<file path="config.mk">
export PLATFORM = sky130hd
export DESIGN_NAME = serial_adder
export DESIGN_NICKNAME = d
export VERILOG_FILES = /design/src/rtl/serial_adder.sv
export SDC_FILE = /design/constraint.sdc
export NUM_CORES = 1
export LEC_CHECK = 0
export CAP_MARGIN = 0
export CORE_ASPECT_RATIO = 1.75
export CORE_MARGIN = 2
export CORE_UTILIZATION = 40
export CTS_CLUSTER_DIAMETER = 100
export DETAILED_ROUTE_END_ITERATION = 12
export PLACE_DENSITY = 0.77
export SKIP_LAST_GASP = 1
export SLEW_MARGIN = 0
export SYNTH_ARGS = -nofsm -noshare
export SYNTH_HDL_FRONTEND = slang
export SYNTH_SLANG_ARGS = --single-unit
</file>
<file path="constraint.sdc">
create_clock -name clk -period 1.7 [get_ports clk]
set_clock_uncertainty 0.05 [all_clocks]
set_input_delay 0.51 -clock clk [delete_from_list [all_inputs] [get_ports clk]]
set_output_delay 0.51 -clock clk [all_outputs]
set_load 0.02 [all_outputs]
</file>
<file path="src/rtl/serial_adder.sv">
// Bit-serial adder: one full-adder cell reused over WIDTH cycles with a carry flop.
// Optional macro SERIAL_ADDER_OVF_EN adds a registered signed-overflow output ovf.
module serial_adder #(
  parameter int unsigned WIDTH = 8
) (
  input  logic             clk,
  input  logic             rst_n,
  input  logic             start,
  input  logic [WIDTH-1:0] a,
  input  logic [WIDTH-1:0] b,
  input  logic             cin,
  output logic             busy,
  output logic             done,
  output logic [WIDTH-1:0] sum,
`ifdef SERIAL_ADDER_OVF_EN
  output logic             co,
  output logic             ovf
`else
  output logic             co
`endif
);

  localparam int unsigned CNT_W = (WIDTH > 1) ? $clog2(WIDTH) : 1;
  localparam logic [CNT_W-1:0] CNT_LAST = CNT_W'(WIDTH - 1);

  typedef enum logic [1:0] {
    IDLE = 2'd0,
    ADD  = 2'd1,
    DONE = 2'd2
  } state_t;

  state_t           state;
  logic [WIDTH-1:0] a_sr;
  logic [WIDTH-1:0] b_sr;
  logic [WIDTH-1:0] s_sr;
  logic             carry;
  logic [CNT_W-1:0] cnt;
  logic             s_bit_c;
  logic             c_next_c;

  // Single full-adder cell on the current LSBs
  always_comb begin
    s_bit_c  = a_sr[0] ^ b_sr[0] ^ carry;
    c_next_c = (a_sr[0] & b_sr[0]) | (a_sr[0] & carry) | (b_sr[0] & carry);
  end

  always_ff @(posedge clk or negedge rst_n) begin
    if (!rst_n) begin
      state <= IDLE;
      busy  <= 1'b0;
      done  <= 1'b0;
      sum   <= '0;
      co    <= 1'b0;
`ifdef SERIAL_ADDER_OVF_EN
      ovf   <= 1'b0;
`endif
      a_sr  <= '0;
      b_sr  <= '0;
      s_sr  <= '0;
      carry <= 1'b0;
      cnt   <= '0;
    end else begin
      done <= 1'b0;
      case (state)
        IDLE: begin
          if (start) begin
            state <= ADD;
            busy  <= 1'b1;
            a_sr  <= a;
            b_sr  <= b;
            s_sr  <= '0;
            carry <= cin;
            cnt   <= '0;
          end
        end
        ADD: begin
          // Sum enters at the MSB so bit 0 lands at the LSB after WIDTH shifts
          a_sr  <= {1'b0, a_sr[WIDTH-1:1]};
          b_sr  <= {1'b0, b_sr[WIDTH-1:1]};
          s_sr  <= {s_bit_c, s_sr[WIDTH-1:1]};
          carry <= c_next_c;
          if (cnt == CNT_LAST) begin
            state <= DONE;
            done  <= 1'b1;
            sum   <= {s_bit_c, s_sr[WIDTH-1:1]};
            co    <= c_next_c;
`ifdef SERIAL_ADDER_OVF_EN
            ovf   <= carry ^ c_next_c;
`endif
          end else begin
            cnt <= cnt + CNT_W'(1);
          end
        end
        DONE: begin
          state <= IDLE;
          busy  <= 1'b0;
        end
        default: begin
          state <= IDLE;
          busy  <= 1'b0;
        end
      endcase
    end
  end

endmodule

</file>
==> metrics <==
DR vias/cell=5.59; Reg2Reg Depth=5; number of global-route vias before repair=roughly 1,200; CTS sink cnt=40; status=complete, no violations; pin count of the biggest net entering global routing=27; GRT Util Overall=0.163; HPWL after detailed placement=2490 µm; drt drc=0; leading post-synthesis cells by cell area=dfrtp_1, o221a_2, or4b_1, mux2_2, a22o_1; Final setup viols=0; die height=92.4 µm; Crit Path Max Fanout=12; Post-synth ARST share=1.00; Crit path depth=4; Starting Density=0.409; Startpoint Class=primary input; I/O Pins=31; commonest cells in the netlist=dfrtp_1, o221a_2, or4b_1; core area=~4400 µm²; multi-input logic area=slightly above 700 µm²; area grow syn2layout=26.8%; # rows=32; Hold Path Class=in2async; Fmax achieved=between 600 and 700 MHz; CTS root buf=clkbuf_8; Final Hold Fails=0; DR iter-0 viols=24; FF-to-FF setup slack=about 0.09 ns; Seq/Total Area, Yosys=0.560; Top delay family on crit path=buffers and inverters; CTS max path bufs=2; post-route clock period utilization=0.967; post-synthesis cell type count=25; RePlAce Congestion=0.779; Worst Path Required=about 1.8 ns; first-pass GRT wire length=5900 µm; Seq. cell area=between 1000 and 1500 µm²; fillcell total=about 370; CP arrival=around 1.8 ns; Buf/Inv on CP=2; clk slew on worst S/H paths=approximately 0.08 ns; ratio of cells with drive above 1 in the final layout=0.281; Nets=189; CP max stage cell=clkdlybuf4s50_1; worst skew pair latency=approximately 0.29 ns; RSZ-0062 raised after global routing=no; Routed WL=roughly 3500 µm; cells after synthesis=~130; Max VDD drop=942 µV; Slew Limit Fails=0; PortBufs=30; most frequent cell after synthesis=dfrtp_1; area leader, netlist=dfrtp_1; crit-path max cell delay=0.48 ns; via count=~1,200; Syn Area/Cell=about 14 µm²; crit-path cells=clkdlybuf4s50_1 -> buf_4 -> or4b_1 -> o221a_2; post-DR wirelength/cell=16.0 µm; PD cells=about 1800 nW/µm²; Post-Syn Area=1790 µm²; Primary FF master, synth=dfrtp_1; Static Leak=1.03 nW; Post-Route Setup TNS=0 ns; endpoint type of the worst setup path=register; FF+latch count, synth=40; Slew headroom=0.762; Ys Warns=0; residual overflow from global routing=0; antenna viol nets, final=0; Core Util, Final=0.519; diode count=0; min cycle time layout=1.64 ns; Die Width=between 50 and 60 µm; number of hold buffers added after cts=0; syn nets=roughly 150; Pre-Repair DR Iteration Count=4; Crit Path Category=in2reg; Worst-Margin Slew=between 0.3 and 0.4 ns; top cell type's share of synthesized area=0.560; TritonCTS Buffers=5; initial antenna violation count=0; CTS tree=built; H-tree levels=2; die area=5040 µm²; max-cap viol count=0; number of synthesized flops with an enable pin=0
## sequential cells by signal, indices dropped and copies added, names as in the netlist
name and cells:
a_sr 8, done 1, cnt 3, carry 1, b_sr 8, busy 1, state 2, s_sr 7
co 1, sum 8
## power by group
group          internal, mW  switching (mW)  total [mW]
registers              1.39           0.295        1.69
clock network         0.286           0.332       0.618
logic                 0.965           0.803        1.77
## logic make-up after synthesis
family / after synthesis / synth area share
AOI/OAI and AO/OA: 31 / 0.171
adders and majority gates: 3 / 0.0252
buffers and inverters: 18 / 0.0483
DFF: 40 / 0.560
muxes: 9 / 0.0567
and+or+nand+nor: 30 / 0.139
## area by class of cell
class / instances / area share
clock buffer: 5 / 0.0304
inverter: 6 / 0.00994
multi-input combinational: 73 / 0.313
timing repair buffer: 40 / 0.169
tap: 51 / 0.0282
sequential: 40 / 0.442
clock inverter: 3 / 0.00829
## per-layer routing
metal	global-route usage	vias to the layer above	wire length, µm
met5	0	-	0
met4	0.0813	0	90
met3	0.0339	6	105
met2	0.255	23	1870
met1	0.205	612	1420
li1	-	578	-
## what timing repair did
| action | in CTS | in global routing |
|---|---|---|
| setup endpoints to repair | 11 | 1 |
| pin swaps | 0 | 0 |
| gates resized for setup | 11 | 2 |
| setup buffers | 0 | 0 |
## metrics by stage
| stage | worst slack [ns] | total power [mW] | std cells | instance area [µm²] | hold slack [ns] |
|---|---|---|---|---|---|
| 6_report | 0.0554 | 4.07 | 218 | 2260 | 0.0669 |
| 5_1_grt | 0.0171 | 4.35 | 218 | 2260 | 0.0982 |
| 4_1_cts | 0.0798 | 4.10 | 218 | 2260 | 0.0794 |
| 3_5_place_dp | -0.236 | 3.56 | 210 | 2180 | 0.385 |
| 3_3_place_gp | -0.188 | 3.45 | 210 | 2180 | 0.382 |
| 2_1_floorplan | 0.0753 | 2.94 | 131 | 1790 | 0.164 |
## worst reg2reg max path: stages, from the launching register on
cell	delay, ns
dfrtp_1	0.41
ha_1	0.21
ha_1	0.20
nand3b_1	0.14
buf_12	0.15
mux2_2	0.34
## cells in the final DEF, fill, tap and decap left out, types with 3 or more instances in the layout
cell and count:
dlygate4sd2_1 11, clkbuf_8 5, clkdlybuf4s50_1 18, dfrtp_1 40, or4b_1 15, inv_1 6, o221ai_1 3, nand3_1 3
o221a_2 15, buf_4 8, mux2_2 9, a22o_1 7
## path summary, 6_finish.rpt
kind,start,to
setup reg to reg,cnt[0]$_DFFE_PN0P_,sum[4]$_DFFE_PN0P_
max in group asynchronous,rst_n,s_sr[6]$_DFFE_PN0P_
min in group clk,sum[3]$_DFFE_PN0P_,sum[3]$_DFFE_PN0P_
hold reg to reg,sum[3]$_DFFE_PN0P_,sum[3]$_DFFE_PN0P_
setup / recovery,start,b_sr[3]$_DFFE_PN0P_
hold / removal,rst_n,a_sr[6]$_DFFE_PN0P_
Power figures use the tool's default switching activity.
